### src/rtl/video_tpg_if.sv
// Video stream bundle from the test-pattern generator to the TMDS encoders.
//   vdata       : 24-bit pixel {R[23:16], G[15:8], B[7:0]}
//   hsync/vsync : sync strobes, polarity set by the generator parameters
//   de          : active-video enable (encoder VDE)
//   frame_start : one-cycle pulse with the first active pixel of a frame
//   frame_cnt   : completed-frame counter, aligned with the other signals
interface video_tpg_if;
  logic [23:0] vdata;
  logic        hsync;
  logic        vsync;
  logic        de;
  logic        frame_start;
  logic [7:0]  frame_cnt;

  modport master (
    output vdata, hsync, vsync, de, frame_start, frame_cnt
  );

  modport slave (
    input vdata, hsync, vsync, de, frame_start, frame_cnt
  );
endinterface

### src/rtl/video_tpg.sv
// Free-running video timing generator with a built-in test-pattern source.
// Runs in the pixel-clock domain and replaces the clocked-video output so the
// HDMI path can be brought up stand-alone. All outputs are registered and
// mutually aligned, one cycle behind the counter state they describe.
//   CLK         : pixel clock
//   RSTn        : asynchronous active-low reset
//   en          : generator enable (registered once before use)
//   pattern_sel : 0 bars, 1 scrolling grey ramp, 2 checkerboard, 3 solid
//   solid_rgb   : colour for the solid pattern
//   vid         : video stream (master side of video_tpg_if)
module video_tpg #(
  parameter int unsigned H_ACTIVE = 640,
  parameter int unsigned H_FP     = 16,
  parameter int unsigned H_SYNC   = 96,
  parameter int unsigned H_BP     = 48,
  parameter int unsigned V_ACTIVE = 480,
  parameter int unsigned V_FP     = 10,
  parameter int unsigned V_SYNC   = 2,
  parameter int unsigned V_BP     = 33,
  parameter bit          HS_POL   = 1'b0,
  parameter bit          VS_POL   = 1'b0
) (
  input  logic               CLK,
  input  logic               RSTn,
  input  logic               en,
  input  logic [1:0]         pattern_sel,
  input  logic [23:0]        solid_rgb,
  video_tpg_if.master        vid
);

  localparam int unsigned H_TOTAL = H_ACTIVE + H_FP + H_SYNC + H_BP;
  localparam int unsigned V_TOTAL = V_ACTIVE + V_FP + V_SYNC + V_BP;
  localparam int unsigned BAR_W   = H_ACTIVE / 8;
  // Grey ramp reads h_cnt[7:0] and the checkerboard reads v_cnt[5].
  localparam int unsigned HW = ($clog2(H_TOTAL) > 8) ? $clog2(H_TOTAL) : 8;
  localparam int unsigned VW = ($clog2(V_TOTAL) > 6) ? $clog2(V_TOTAL) : 6;

  logic          en_q;
  logic [HW-1:0] h_cnt;
  logic [VW-1:0] v_cnt;
  logic [HW-1:0] bar_px;
  logic [2:0]    bar_idx;
  logic [7:0]    frame_cnt_q;
  logic [1:0]    pat_q;
  logic [23:0]   rgb_q;

  logic [23:0]   vdata_q;
  logic          hsync_q, vsync_q, de_q, fs_q;
  logic [7:0]    fcnt_out_q;

  logic          h_last, v_last, frame_origin;
  logic [1:0]    pat_cur;
  logic [23:0]   rgb_cur, bar_rgb, pix;
  logic [7:0]    grey;
  logic          de_d, hs_act, vs_act;

  assign h_last       = (h_cnt == HW'(H_TOTAL - 1));
  assign v_last       = (v_cnt == VW'(V_TOTAL - 1));
  assign frame_origin = (h_cnt == '0) && (v_cnt == '0);

  // The frame's first pixel already uses the freshly sampled controls.
  assign pat_cur = frame_origin ? pattern_sel : pat_q;
  assign rgb_cur = frame_origin ? solid_rgb   : rgb_q;

  always_comb begin
    bar_rgb = 24'h000000;
    unique case (bar_idx)
      3'd0: bar_rgb = 24'hFFFFFF;
      3'd1: bar_rgb = 24'hFFFF00;
      3'd2: bar_rgb = 24'h00FFFF;
      3'd3: bar_rgb = 24'h00FF00;
      3'd4: bar_rgb = 24'hFF00FF;
      3'd5: bar_rgb = 24'hFF0000;
      3'd6: bar_rgb = 24'h0000FF;
      3'd7: bar_rgb = 24'h000000;
    endcase

    grey = h_cnt[7:0] + frame_cnt_q;

    pix = 24'h000000;
    unique case (pat_cur)
      2'd0: pix = bar_rgb;
      2'd1: pix = {grey, grey, grey};
      2'd2: pix = (h_cnt[5] ^ v_cnt[5]) ? 24'hFFFFFF : 24'h000000;
      2'd3: pix = rgb_cur;
    endcase

    de_d   = (h_cnt < HW'(H_ACTIVE)) && (v_cnt < VW'(V_ACTIVE));
    hs_act = (h_cnt >= HW'(H_ACTIVE + H_FP)) && (h_cnt < HW'(H_ACTIVE + H_FP + H_SYNC));
    vs_act = (v_cnt >= VW'(V_ACTIVE + V_FP)) && (v_cnt < VW'(V_ACTIVE + V_FP + V_SYNC));
  end

  always_ff @(posedge CLK or negedge RSTn) begin
    if (!RSTn) begin
      en_q        <= 1'b0;
      h_cnt       <= '0;
      v_cnt       <= '0;
      bar_px      <= '0;
      bar_idx     <= 3'd0;
      frame_cnt_q <= 8'd0;
      pat_q       <= 2'd0;
      rgb_q       <= 24'h000000;
      vdata_q     <= 24'h000000;
      hsync_q     <= ~HS_POL;
      vsync_q     <= ~VS_POL;
      de_q        <= 1'b0;
      fs_q        <= 1'b0;
      fcnt_out_q  <= 8'd0;
    end else begin
      en_q       <= en;
      fcnt_out_q <= frame_cnt_q;
      if (!en_q) begin
        // Disabled: park at the frame origin; frame_cnt keeps its value.
        h_cnt   <= '0;
        v_cnt   <= '0;
        bar_px  <= '0;
        bar_idx <= 3'd0;
        vdata_q <= 24'h000000;
        hsync_q <= ~HS_POL;
        vsync_q <= ~VS_POL;
        de_q    <= 1'b0;
        fs_q    <= 1'b0;
      end else begin
        vdata_q <= de_d ? pix : 24'h000000;
        hsync_q <= hs_act ? HS_POL : ~HS_POL;
        vsync_q <= vs_act ? VS_POL : ~VS_POL;
        de_q    <= de_d;
        fs_q    <= frame_origin;

        if (frame_origin) begin
          pat_q <= pattern_sel;
          rgb_q <= solid_rgb;
        end

        if (h_last) begin
          h_cnt   <= '0;
          bar_px  <= '0;
          bar_idx <= 3'd0;
          if (v_last) begin
            v_cnt       <= '0;
            frame_cnt_q <= frame_cnt_q + 8'd1;
          end else begin
            v_cnt <= v_cnt + 1'b1;
          end
        end else begin
          h_cnt <= h_cnt + 1'b1;
          // Last bar index saturates so remainder pixels extend bar 7.
          if (bar_idx != 3'd7) begin
            if (bar_px == HW'(BAR_W - 1)) begin
              bar_px  <= '0;
              bar_idx <= bar_idx + 3'd1;
            end else begin
              bar_px <= bar_px + 1'b1;
            end
          end
        end
      end
    end
  end

  assign vid.vdata       = vdata_q;
  assign vid.hsync       = hsync_q;
  assign vid.vsync       = vsync_q;
  assign vid.de          = de_q;
  assign vid.frame_start = fs_q;
  assign vid.frame_cnt   = fcnt_out_q;

endmodule
### src/flat_wrapper.sv
// flat-port wrapper written by rule: the top's interface ports become plain ports
module video_tpg_flat 
#(
  parameter int unsigned H_ACTIVE = 640,
  parameter int unsigned H_FP     = 16,
  parameter int unsigned H_SYNC   = 96,
  parameter int unsigned H_BP     = 48,
  parameter int unsigned V_ACTIVE = 480,
  parameter int unsigned V_FP     = 10,
  parameter int unsigned V_SYNC   = 2,
  parameter int unsigned V_BP     = 33,
  parameter bit          HS_POL   = 1'b0,
  parameter bit          VS_POL   = 1'b0
)
  (CLK, RSTn, en, pattern_sel, solid_rgb, vid_vdata, vid_hsync, vid_vsync, vid_de, vid_frame_start, vid_frame_cnt);
  video_tpg_if vid_i ();
  input  logic CLK;
  input  logic RSTn;
  input  logic en;
  input  logic [1:0] pattern_sel;
  input  logic [23:0] solid_rgb;
  output wire logic [$bits(vid_i.vdata)-1:0] vid_vdata;
  output wire logic [$bits(vid_i.hsync)-1:0] vid_hsync;
  output wire logic [$bits(vid_i.vsync)-1:0] vid_vsync;
  output wire logic [$bits(vid_i.de)-1:0] vid_de;
  output wire logic [$bits(vid_i.frame_start)-1:0] vid_frame_start;
  output wire logic [$bits(vid_i.frame_cnt)-1:0] vid_frame_cnt;
  assign vid_vdata = vid_i.vdata;
  assign vid_hsync = vid_i.hsync;
  assign vid_vsync = vid_i.vsync;
  assign vid_de = vid_i.de;
  assign vid_frame_start = vid_i.frame_start;
  assign vid_frame_cnt = vid_i.frame_cnt;
  video_tpg #(.H_ACTIVE(H_ACTIVE), .H_FP(H_FP), .H_SYNC(H_SYNC), .H_BP(H_BP), .V_ACTIVE(V_ACTIVE), .V_FP(V_FP), .V_SYNC(V_SYNC), .V_BP(V_BP), .HS_POL(HS_POL), .VS_POL(VS_POL)) u_core (.CLK(CLK), .RSTn(RSTn), .en(en), .pattern_sel(pattern_sel), .solid_rgb(solid_rgb), .vid(vid_i));
endmodule
### config.mk
export PLATFORM = sky130hd
export DESIGN_NAME = video_tpg_flat
export DESIGN_NICKNAME = d
export VERILOG_FILES = /design/src/rtl/video_tpg_if.sv /design/src/rtl/video_tpg.sv /design/src/flat_wrapper.sv
export SDC_FILE = /design/constraint.sdc
export NUM_CORES = 1
export LEC_CHECK = 0
export CORE_MARGIN = 2
export CORE_UTILIZATION = 56
export CTS_CLUSTER_DIAMETER = 30
export DETAILED_ROUTE_END_ITERATION = 12
export GPL_TIMING_DRIVEN = 0
export HOLD_SLACK_MARGIN = 0.03
export PLACE_DENSITY = 0.77
export SLEW_MARGIN = 5
export SYNTH_ARGS = -nofsm -noshare
export SYNTH_HDL_FRONTEND = slang
export SYNTH_SLANG_ARGS = --single-unit
### constraint.sdc
create_clock -name CLK -period 2.53 [get_ports CLK]
set_clock_uncertainty 0.2 [all_clocks]
set_input_delay 0.506 -clock CLK [delete_from_list [all_inputs] [get_ports CLK]]
set_output_delay 0.506 -clock CLK [all_outputs]
set_load 0.01 [all_outputs]
==> results.md, run 1 <==
| Step | Parameter | Reported |
| --- | --- | --- |
| logic synthesis | Count of yosys warnings during synthesis | 0 |
| setup path | CP Data Required Time | 2.60 ns |
| pwr | Leakage power summed over all cells | 2.97 nW |
| logic synthesis | Sequential fraction of the synthesis area | 50.1% |
| min path | Kind of path behind the tightest hold check | reg -> reg |
| clock tree | Clock buffer depth | 2 |
| place | Number of port buffers | 64 |
| setup path | Worst r2r path cells | 11 |
| grt | Largest net degree at the start of global routing | 65 |
| sta | Actual transition at the worst max-transition pin | 0.639 ns |
| setup path | Critical-path maximum fanout | 8 |
| pwr | PwrDens | 585 nW/um^2 |
| detailed routing | First-iteration detailed-routing DRC count | 286 |
| sta | Fmax | 403 MHz |
| place | Placed instance area | 6010 um^2 |
| clock tree | Clk Tree Root Cell | clkbuf_8 |
| grt | Most congested layer reported by global routing | met2 |
| clock tree | Sink Count | 104 |
| grt | Total routing resource utilization after global routing | 24.8% |
| grt | Met3 track demand over resource in global routing | 4.67% |
| clock tree | CTS buffer count | 9 |
| outcome | Run status | finished, final reports clean |
| pwr | IR Drop Worst-Case VDD | 0.000334 V |
| die | Standard-cell row count | 35 |
| setup path | Worst path arrival time | 2.55 ns |
| detailed routing | Total via count after detailed routing | 4251 |
| final layout | Leading cell type in the layout, fill and taps excluded | dfrtp_1 |
| die | Initial Util | 57.1% |
| sta | Share of the clock period used by the worst path after layout | 98.1% |
| grt | Number of global-route vias before repair | 4025 |
| sta | Shortest period the worst path allows | 2.48 ns |
| final layout | Final Net Count | 658 |
| sta | Relative max-transition margin | 57.1% |
| detailed routing | Remaining routing DRC violations | 0 |
| die | I/O pin count | 65 |
| setup path | Reg-to-Reg End | u_core.vid.vdata[19]$_DFF_PN0_ |
| setup path | Critical Path Start | u_core.v_cnt[1]$_DFFE_PN0P_ |
| final layout | Top library cells by usage in the layout, fill and taps aside | dfrtp_1 (97), nand2_1 (73), clkdlybuf4s50_1 (63) |
| final layout | Synth-to-Final Area Change | 26.1% |
| grt | Global-route wire length before repair | 19600 um |
| final layout | Post-route design area | 6560 um^2 |
| logic synthesis | Cell area after technology mapping | 5200 um^2 |
| die | Floorplan die height | 100 um |
| sta | Final number of setup-violating endpoints | 0 |
| logic synthesis | Post-Syn Nets | 557 |
| setup path | Slack of the worst reg-to-reg path | 0.05 ns |
| logic synthesis | Count of distinct cell types in the synthesized netlist | 53 |
| final layout | Antenna fix cells | 0 |
| setup path | CP Launch Type | flop |
| place | DP Wirelength | 8560 um |
| sta | Number of hold-slack violations in the final timing report | 0 |
| logic synthesis | Post-synthesis cell type with the largest combined area | dfrtp_1 |
| grt | Met2 layer usage reported by global route | 40.0% |
| die | Area inside the core boundary | 9110 um^2 |
| setup path | Kind of critical path | reg -> reg |
| detailed routing | Routed Wire Length | 12700 um |
| detailed routing | Via density per instance | 5.83 |
| logic synthesis | Flops & latches, synth | 104 |
| detailed routing | First-pass iteration count of the detailed router | 6 |
| detailed routing | Remaining antenna violation count | 0 |
| logic synthesis | Cells after synthesis | 512 |
| setup path | Termination of the worst setup path | u_core.vid.vdata[19]$_DFF_PN0_ |
| detailed routing | Wire per inst | 17.4 um |
| die | Die Outline Area | 10100 um^2 |
| pwr | Post-layout power | 0.00384 W |
| die | Die width | 100 um |
| place | Weighted congestion reported at the end of routability-driven placement | 0.898 |
| clock tree | Maximum level of the CTS H-tree | 3 |
| grt | Initial antenna violation count | 0 |
| grt | Total gr overflow | 0 |
| logic synthesis | Mean instance size in the synthesized netlist | 10.2 um^2 |
| final layout | Layout cell share with drive strength beyond 1 | 18.6% |
| sta | Unrepaired setup endpoints after global routing | true |
| sta | Max Slew Vio Count | 0 |
| clock tree | Clock latency of the later-clocked register in the worst-skew pair | 0.38 ns |
| run | Reported max-cap violation count | 0 |
| logic synthesis | Main area contributors after synthesis | dfrtp_1 (49%), mux2_2 (5.4%), nand2_1 (5.3%) |
| setup path | Origin of the critical flop-to-flop path | u_core.v_cnt[1]$_DFFE_PN0P_ |
| grt | Met1 routing resource usage after global routing | 34.2% |
| logic synthesis | Share of the synthesized area in the top cell type | 49.1% |
| setup path | Critical path capture point type | flop |
| clock tree | Clock transition at the register clock pins on the worst setup and hold paths after CTS | 0.10 ns |
| clock tree | Clock tree from TritonCTS | done |
[registers in the layout, indices dropped and copies added (netlist names)]
name	flops
u_core.vid.vsync	1
u_core.vid.frame_cnt	8
u_core.bar_px	10
u_core.v_cnt	10
u_core.vid.frame_start	1
u_core.rgb_q	24
u_core.en_q	1
u_core.vid.hsync	1
u_core.vid.vdata	24
u_core.bar_idx	3
u_core.pat_q	2
u_core.vid.de	1
u_core.h_cnt	10
u_core.frame_cnt_q	8
[through the flow]
stage	std cells	worst slack, ns	TNS (ns)	util, %	hold WS [ns]
2_1_floorplan	512	0.205	0	-	0.0104
3_3_place_gp	687	-3.05	-315.03	65.7	0.229
3_5_place_dp	688	-0.140	-2.42	66.0	0.235
4_1_cts	705	0.00208	0	68.5	0.257
5_1_grt	729	-0.0806	-1.71	72.0	0.266
6_report	729	0.0490	0	72.0	0.258
[cell type report]
| type | count | area [um^2] |
|---|---|---|
| buffer | 15 | 114 |
| clock buffer | 12 | 155 |
| clock inverter | 4 | 28.8 |
| fill | 696 | 2550 |
| inverter | 14 | 52.6 |
| multi-input combinational | 378 | 2580 |
| sequential | 104 | 2610 |
| tap | 111 | 139 |
| timing repair buffer | 91 | 880 |
[worst min-delay path by stage]
stage | cells after the start | slack [ns] | to | start
6_report | 0 | 0.26 | u_core.vid.frame_cnt[7]$_DFF_PN0_ | u_core.frame_cnt_q[7]$_DFFE_PN0P_
5_1_grt | 0 | 0.27 | u_core.vid.frame_cnt[7]$_DFF_PN0_ | u_core.frame_cnt_q[7]$_DFFE_PN0P_
4_1_cts | 0 | 0.26 | u_core.vid.frame_cnt[7]$_DFF_PN0_ | u_core.frame_cnt_q[7]$_DFFE_PN0P_
3_5_place_dp | 0 | 0.24 | u_core.vid.frame_cnt[7]$_DFF_PN0_ | u_core.frame_cnt_q[7]$_DFFE_PN0P_
3_3_place_gp | 0 | 0.23 | u_core.vid.frame_cnt[7]$_DFF_PN0_ | u_core.frame_cnt_q[7]$_DFFE_PN0P_
2_1_floorplan | 0 | 0.01 | u_core.bar_idx[0]$_DFFE_PN0P_ | RSTn
[worst max-delay path, stage by stage (launching register included)]
cell	delay, ns
dfrtp_1	0.39
inv_1	0.09
ha_1	0.18
nor2b_4	0.22
and4_1	0.24
buf_6	0.14
nand2_8	0.07
a31oi_4	0.36
buf_6	0.15
buf_6	0.10
a21oi_1	0.04
o21a_1	0.17
[repair_timing]
item / 4_1_cts / 5_1_grt
setup buffers: 1 / 22
hold buffers: 1 / 0
pin swaps: 2 / 2
gates cloned: 0 / 2
hold endpoints to repair: 38 / 0
endpoints found under the setup margin: 38 / 59
resized for setup: 9 / 36
[where the power goes]
group          internal, W  switching (W)
Combinational     0.000464       0.000464
Clock             0.000412       0.000558
Sequential         0.00184       0.000103
[cells by family (layout without fill, tap and decap cells)]
logic type	Yosys count	in the layout	share of synthesized area, %
adder cells (fa/ha/maj)	16	16	3.99
buffers and inverters	30	136	2.79
flip-flops	104	104	50.1
AO/OA/AOI/OAI	122	122	14.9
multiplexers	26	26	5.60
AND/OR/NAND/NOR	188	188	18.3
XOR/XNOR	26	26	4.38
[cells in the mapped netlist (all sizes together)]
cell type and n:
nand2 74, buf 9, o21ai 27, mux2 25, o21bai 1, and2 3
or2 1, nor2 41, xnor2 15, and3 12, nand4 11, fa 1
nor3 8, nand3 18, nand3b 2, a21o 18, ha 15, xor2 11
dfstp 2, mux2i 1, nand4b 1, dfrtp 102, nor4b 1, nor2b 4
nor4 5, clkbuf 7, a211oi 4, or3 4, a221oi 1, a22oi 1
a21oi 38, and4 3, a31oi 7, o21a 19, inv 14, a31o 1
o31ai 4, o2111ai 1
[per-layer routing]
metal | wire length (um) | share of wire, % | up-vias
met2 | 6370 | 50 | 125
met3 | 616 | 4.9 | 32
met4 | 274 | 2.2 | 0
met5 | 0 | 0 | -
li1 | - | - | 2001
met1 | 5430 | 43 | 2093
Power figures use the tool's default switching activity.
==> run 2: changes to the inputs <==
Settings changed: CAP_MARGIN from default to 15.
==> run 2 against run 1 <==
  * Power unchanged
  * Non-clock buffer count unchanged
  * Global-route usage stayed put
  * Critical path type unchanged
  * Largest power group unchanged
==> results.md, run 2 (same netlist as run 1, synthesis figures left out) <==
| Step | Parameter | Reported | Change |
| --- | --- | --- | --- |
| die | Die width | 100 um | unchanged |
| setup path | Chain of cells forming the critical path | inv_1 > ha_1 > nor2b_4 > and4_1 > buf_6 > nand2_8 > a31oi_4 > buf_6 > buf_6 > a21oi_1 > o21a_1 |  |
| final layout | Core Util, Final | 72.0% | unchanged |
| die | Initial Util | 57.1% | unchanged |
| setup path | Crit path buf inv count | 4 | unchanged |
| min path | Kind of path behind the tightest hold check | reg -> reg |  |
| place | DP Wirelength | 8560 um | unchanged |
| die | Area inside the core boundary | 9110 um^2 | unchanged |
| detailed routing | Remaining antenna violation count | 0 | unchanged |
| pwr | Leakage power summed over all cells | 2.97 nW | unchanged |
| setup path | Critical path capture point type | flop |  |
| die | Floorplan die height | 100 um | unchanged |
| clock tree | Clock latency of the later-clocked register in the worst-skew pair | 0.38 ns | about the same |
| detailed routing | Via density per instance | 5.83 | unchanged |
| detailed routing | First-iteration detailed-routing DRC count | 286 | unchanged |
| grt | Number of global-route vias before repair | 4025 | unchanged |
| sta | Number of hold-slack violations in the final timing report | 0 | unchanged |
| detailed routing | Total via count after detailed routing | 4251 | unchanged |
| sta | Relative max-transition margin | 57.1% | unchanged |
| setup path | CP Launch Type | flop |  |
| pwr | IR Drop Worst-Case VDD | 0.000334 V | unchanged |
| clock tree | Clock tree from TritonCTS | done |  |
| place | Number of port buffers | 64 | unchanged |
| final layout | Antenna fix cells | 0 | unchanged |
| grt | Initial antenna violation count | 0 | unchanged |
| sta | Actual transition at the worst max-transition pin | 0.639 ns | unchanged |
| detailed routing | Remaining routing DRC violations | 0 | unchanged |
| grt | Global-route wire length before repair | 19600 um | unchanged |
| setup path | Top Family by Delay on Critical Path | compound AO/OA/AOI/OAI gates |  |
| setup path | Kind of critical path | reg -> reg |  |
| final layout | Final Net Count | 658 | unchanged |
| die | Standard-cell row count | 35 | unchanged |
| setup path | Worst path arrival time | 2.55 ns | about the same |
| place | Weighted congestion reported at the end of routability-driven placement | 0.898 | unchanged |
| grt | Largest net degree at the start of global routing | 65 | unchanged |
| sta | Share of the clock period used by the worst path after layout | 98.1% | unchanged |
| run | Reported max-cap violation count | 0 | unchanged |
| outcome | Run status | finished, final reports clean |  |
| clock tree | Clock buffer depth | 2 | unchanged |
| sta | Shortest period the worst path allows | 2.48 ns | unchanged |
| sta | Unrepaired setup endpoints after global routing | true |  |
| final layout | Final instance count without filler cells | 729 | unchanged |
| setup path | CP Data Required Time | 2.60 ns | about the same |
| detailed routing | Routed Wire Length | 12700 um | unchanged |
| pwr | Post-layout power | 0.00384 W | unchanged |
| sta | Final number of setup-violating endpoints | 0 | unchanged |
| final layout | Synth-to-Final Area Change | 26.1% | unchanged |
| pwr | PwrDens | 585 nW/um^2 | unchanged |
| clock tree | CTS buffer count | 9 | unchanged |
| die | Die Outline Area | 10100 um^2 | unchanged |
| setup path | Stage delay of the slowest cell on the critical path | 0.39 ns | about the same |
| sta | Max Slew Vio Count | 0 | unchanged |
| final layout | Layout cell share with drive strength beyond 1 | 18.6% | unchanged |
| place | Placed Cells incl. Taps | 688 | unchanged |
| die | I/O pin count | 65 | unchanged |
| clock tree | Maximum level of the CTS H-tree | 3 | unchanged |
| grt | Total gr overflow | 0 | unchanged |
| final layout | Top library cells by usage in the layout, fill and taps aside | dfrtp_1 (97), nand2_1 (73), clkdlybuf4s50_1 (63) |  |
| clock tree | Clock transition at the register clock pins on the worst setup and hold paths after CTS | 0.10 ns | about the same |
| sta | Fmax | 403 MHz | unchanged |
| setup path | Critical-path cell with the highest stage delay | dfrtp_1 |  |
| detailed routing | First-pass iteration count of the detailed router | 6 | unchanged |
| clock tree | Sink Count | 104 | unchanged |
| grt | Total routing resource utilization after global routing | 24.8% | unchanged |
| setup path | Worst path most repeated cell | buf_6 |  |
| setup path | Critical-path maximum fanout | 8 | unchanged |
| setup path | Slack of the worst reg-to-reg path | 0.05 ns | about the same |
| clock tree | Clk Tree Root Cell | clkbuf_8 |  |
| detailed routing | Wire per inst | 17.4 um | unchanged |
| sta | Worst Hold Slack | 0.258 ns | unchanged |
| final layout | Leading cell type in the layout, fill and taps excluded | dfrtp_1 |  |
[run 2: cell counts in the layout (fill, tap and decap cells not counted)]
Identical to the previous run, type by type.
[run 2: power breakdown]
part	switching (W)	leakage (nW)	internal, W
Sequential	0.000103	1.35	0.00184
Clock	0.000558	0.0886	0.000412
Combinational	0.000464	1.53	0.000464
[run 2: layer usage]
layer  GRT usage (%)  share of wire, %  up-vias
met5               0                 0        -
li1                -                 -     2001
met3            4.67               4.9       32
met2            40.0                50      125
met1            34.2                43     2093
met4            8.22               2.2        0
[run 2: worst paths after layout]
| check | from | cells after the start | endpoint |
|---|---|---|---|
| setup / recovery | u_core.v_cnt[1]$_DFFE_PN0P_ | 11 | u_core.vid.vdata[19]$_DFF_PN0_ |
| hold / removal | u_core.frame_cnt_q[7]$_DFFE_PN0P_ | 0 | u_core.vid.frame_cnt[7]$_DFF_PN0_ |
| setup reg to reg | u_core.v_cnt[1]$_DFFE_PN0P_ | 11 | u_core.vid.vdata[19]$_DFF_PN0_ |
| max in group asynchronous | RSTn | 3 | u_core.rgb_q[17]$_DFFE_PN0P_ |
| hold reg to reg | u_core.frame_cnt_q[7]$_DFFE_PN0P_ | 0 | u_core.vid.frame_cnt[7]$_DFF_PN0_ |
| min in group asynchronous | RSTn | 2 | u_core.h_cnt[8]$_DFF_PN0_ |
[run 2: metrics by stage]
step	worst slack [ns]	setup TNS, ns	cell area (um^2)
floorplan	0.205	0	5200
global placement	-3.05	-315.03	5980
detailed placement	-0.140	-2.42	6010
CTS	0.00208	0	6240
global route	-0.0806	-1.71	6560
finish	0.0490	0	6560
[run 2: what timing repair did]
action | 4_1_cts | 5_1_grt
buffers inserted | 1 | 22
setup endpoints to repair | 38 | 59
endpoints found under the hold margin | 38 | 0
pin swaps | 2 | 2
gates resized for setup | 9 | 36
hold buffers | 1 | 0
cloned | 0 | 2
[run 2: layout make-up]
| cell class | instances | area [um^2] |
|---|---|---|
| Sequential cell | 104 | 2610 |
| Inverter | 14 | 52.6 |
| Fill cell | 696 | 2550 |
| Tap cell | 111 | 139 |
| Multi-Input combinational cell | 378 | 2580 |
| Timing Repair Buffer | 91 | 880 |
| Clock inverter | 4 | 28.8 |
| Buffer | 15 | 114 |
| Clock buffer | 12 | 155 |
[run 2: worst reg2reg max path: stages (launching register included)]
cell     delay [ns]
dfrtp_1        0.39
inv_1          0.09
ha_1           0.18
nor2b_4        0.22
and4_1         0.24
buf_6          0.14
nand2_8        0.07
a31oi_4        0.36
buf_6          0.15
buf_6          0.11
a21oi_1        0.04
o21a_1         0.17
==> edit 1 (settings of run 2) <==
Make the reset (`RSTn`) synchronous in one clocked block. Comments in the files are not updated.
--- a/src/rtl/video_tpg.sv
+++ b/src/rtl/video_tpg.sv
@@ -90,7 +90,7 @@
     vs_act = (v_cnt >= VW'(V_ACTIVE + V_FP)) && (v_cnt < VW'(V_ACTIVE + V_FP + V_SYNC));
   end
 
-  always_ff @(posedge CLK or negedge RSTn) begin
+  always_ff @(posedge CLK) begin
     if (!RSTn) begin
       en_q        <= 1'b0;
       h_cnt       <= '0;
Behaviour: differs if RSTn is asserted again (counterexample within 4 cycles, from zero or initial values and one cycle with RSTn low); with RSTn held inactive, the same outputs for 10 cycles.
==> edit 1 against run 2 <==
- die area fell by 5.9%
- design area is 6.5% lower
- highest routed layer unchanged
- worst setup slack worse by 0.016 ns
- wire length fell by 0.12%
- final cell count increased by 4.7%
- hold slack better by 0.0092 ns
- sequential cell count up 3
- synthesized area down 6.2%
- first-iteration DRC count rose by 34%
Power is not compared: it rests on default switching activity, and its combinational part moved more than twofold at a synthesized area within 25%.
==> edit 1: results (changes against run 2) <==
outcome: "finished clean"
reg2reg_to: "u_core.pat_q[1]"
grt_max_degree: 19  # -71%
dr_wl_met3_mm: 1.012  # +64%
grt_use_met3_pct: 6.259  # +1.6 points
hold_end: "u_core.rgb_q[15]"
muxShareOfSynthArea_pct: 1.050  # -4.6 points
r2r_slack_ns: 0.03  # -0.02 ns
multi_input_area_share_pct: 43.83  # +4.5 points
place_area_mm2: 0.005649  # -6.0%
nFillCells: 701  # +0.72%
n_all_buffers: 107  # +0.94%
dp_hpwl_mm: 8.694  # +1.5%
buf_share_pct: 15.17  # +0.033 points
totalWireLength_mm: 12.68  # -0.12%
synth.distinct_cells: 52  # -1.9%
synth_compound_area_share_pct: 12.61  # -2.3 points
hold_start: "u_core.rgb_q[15]"
drtPass1Iterations: 5  # -1
synth_xor_area_share_pct: 6.815  # +2.4 points
grt_first_pass_wirelength_mm: 19.90  # +1.5%
drive_gt1_share_pct: 11.76  # -6.9 points
synth-async-reset-ratio_pct: 0  # -100 points
total_power_mw: 3.075
met2_usage_pct: 41.38  # +1.4 points
hold_depth: 2  # +2
nNonClkInverters: 11  # -3
cts_setup_buffers: 10  # +9
met1_usage_pct: 33.41  # -0.83 points
drt-met1-wl_mm: 5.261  # -3.1%
crit_slowest_cell: "dfxtp_1"
crit_start: "u_core.h_cnt[4]"
cp_max_fo: 10  # +2
multiInputGateArea_mm2: 0.002689  # +4.2%
syn_nets: 606  # +8.8%
synth_area_leaders: "dfxtp_1 (44%), nand2_1 (5.9%), nand3_1 (4.3%)"
max-slew-margin-rel_pct: 62.91  # +5.8 points
nets: 695  # +5.6%
wl_met2_mm: 6.108  # -4.2%
[edit 1: changes by cell type after synthesis, sizes merged, moves of 16 or more]
cell / before / now
dfrtp: 102 / 0
a21boi: 0 / 26
dfxtp: 0 / 107
and2: 3 / 19
nand3: 18 / 42
a21o: 18 / 1
mux2: 25 / 1
a21oi: 38 / 11
o21a: 19 / 1
[edit 1: cell families after synthesis]
kind of cell | Yosys count
adder cells (fa/ha/maj) | 16
AO/OA/AOI/OAI | 89
buffers and inverters | 40
multiplexers | 5
flip-flops | 107
AND/OR/NAND/NOR | 266
XOR/XNOR | 38
[edit 1: metrics by stage]
stage	setup WS, ns	cells	hold WS (ns)
after CTS	-0.04384	758	0.2675
after global placement	-0.1859	732	0.2274
final	0.03294	763	0.2675
after floorplan	0.1396	561	0.2029
after global routing	-0.04932	763	0.2880
after detailed placement	-0.2436	732	0.2478
==> edit 2 (flow settings as in run 2) <==
Made on the original files. `H_ACTIVE` is set to 640 in 2 places; all go to 1280.
--- a/src/rtl/video_tpg.sv
+++ b/src/rtl/video_tpg.sv
@@ -9,7 +9,7 @@
 //   solid_rgb   : colour for the solid pattern
 //   vid         : video stream (master side of video_tpg_if)
 module video_tpg #(
-  parameter int unsigned H_ACTIVE = 640,
+  parameter int unsigned H_ACTIVE = 1280,
   parameter int unsigned H_FP     = 16,
   parameter int unsigned H_SYNC   = 96,
   parameter int unsigned H_BP     = 48,
--- a/src/flat_wrapper.sv
+++ b/src/flat_wrapper.sv
@@ -1,7 +1,7 @@
 // flat-port wrapper written by rule: the top's interface ports become plain ports
 module video_tpg_flat 
 #(
-  parameter int unsigned H_ACTIVE = 640,
+  parameter int unsigned H_ACTIVE = 1280,
   parameter int unsigned H_FP     = 16,
   parameter int unsigned H_SYNC   = 96,
   parameter int unsigned H_BP     = 48,
Formal check against the unedited RTL: no difference found for any inputs over 10 cycles, from zero or initial values and one cycle with RSTn low; that may be too few to reach the edited logic, so the function may still have changed.
==> edit 2 against run 2 <==
- the run now ends with negative setup slack left
- synthesized area is 0.36% lower
- wire length is 2.6% lower
- critical path depth down 3
- sequential cell count is 2 higher
- final cell count decreased by 8.1%
- critical endpoint is now u_core.vid.vdata[9]
- total power rose by 12%
- worst setup slack lost 0.39 ns
- design area up 4.3%
- count of clock-buffer cells in the layout down 3
==> edit 2: results (changes against run 2) <==
outcome: "complete, but fails checks"
ir_drop_mv: 0.4512  # +35%
wl_per_cell_um: 18.46  # +6.0%
fin_cells: 670  # -8.1%
drtPass1Iterations: 4  # -2
io_buffers: 64  # unchanged
leakage_nw: 3.152  # +6.3%
cp_max_fo: 10  # +2
drtIter0Drc: 185  # -35%
dp_hpwl_mm: 7.917  # -7.5%
clock_power_mw: 1.19  # +23%
dp.cells: 633  # -8.0%
cts.repair.resized: 56  # +47
num_vias: 3871  # -8.9%
setup_viol: 51  # +51
htreeDepth: 3  # unchanged
avgSynthCellArea_um2: 11.35  # +12%
nets: 599  # -9.0%
pg_seq_mw: 1.98  # +2%
violations: "negative setup slack"
fin_ws_ns: -0.3388  # -0.3879 ns
ys_seq_area_share_pct: 51.21  # +1.1 points
syn_nets: 502  # -9.9%
grt_usage_pct: 25.25  # +0.41 points
dp_slack_ns: -0.4740  # -0.3345 ns
worstSkewPairLatency_ns: 0.37
worstPathArrival_ns: 2.93  # +0.38 ns
max-slew-margin-rel_pct: 61.81  # +4.7 points
synthTopCellsByCount: "dfrtp_1 (104), nor2_1 (49), mux2_2 (37), nand2_1 (23), o21ai_0 (21)"
grt_first_pass_wirelength_mm: 19.96  # +1.8%
grt_max_degree: 64  # -1.5%
holdWs_ns: 0.2786  # +0.02038 ns
grt_pass1_vias: 4089  # +1.6%
synth_area_leaders: "dfrtp_1 (50%), mux2_2 (8.0%), ha_1 (3.6%)"
edit 2: layer usage:
metal,GRT usage [%],wire length (um),vias to the layer above
met5,0,0,-
met4,9.168,194,0
met3,4.666,505,20
met2,42.49,6363,100
met1,32.80,5306,1933
li1,-,-,1818
edit 2: path summary, 6_finish.rpt:
kind | from | end | cells after the start
min in group asynchronous | RSTn | u_core.vid.frame_cnt[1] | 2
worst max register to register | u_core.h_cnt[2] | u_core.vid.vdata[9] | 8
worst max-delay path | u_core.h_cnt[2] | u_core.vid.vdata[9] | 8
max in group asynchronous | RSTn | u_core.vid.vsync | 3
worst min register to register | u_core.frame_cnt_q[5] | u_core.vid.frame_cnt[5] | 0
worst min-delay path | u_core.frame_cnt_q[5] | u_core.vid.frame_cnt[5] | 0
edit 2: layout make-up:
type | instances | area (um2)
Clock buffer | 9 | 123.9
Clock inverter | 7 | 108.9
Inverter | 11 | 41.29
Buffer | 7 | 81.33
Fill cell | 599 | 2268
Sequential cell | 106 | 2658
Tap cell | 111 | 138.9
Multi-Input combinational cell | 329 | 2730
Timing Repair Buffer | 90 | 958.4
edit 2: cell families (layout without fill, tap and decap cells):
| family | after synthesis | in the layout | share of synthesized area [%] |
|---|---|---|---|
| muxes | 57 | 57 | 12.04 |
| AOI/OAI and AO/OA | 80 | 80 | 10.45 |
| xor gates and xnor gates | 33 | 33 | 5.574 |
| buffers and inverters | 22 | 124 | 2.268 |
| and+or+nand+nor | 143 | 143 | 14.46 |
| adders and majority gates | 16 | 16 | 4.006 |
| DFF | 106 | 106 | 51.21 |
edit 2: critical path: stages (launching register included):
cell,delay [ns]
dfrtp_1,0.47
or4_1,0.49
or4_4,0.60
nor2_8,0.18
buf_12,0.16
buf_12,0.15
mux2i_1,0.25
nor2_1,0.08
o21a_1,0.19
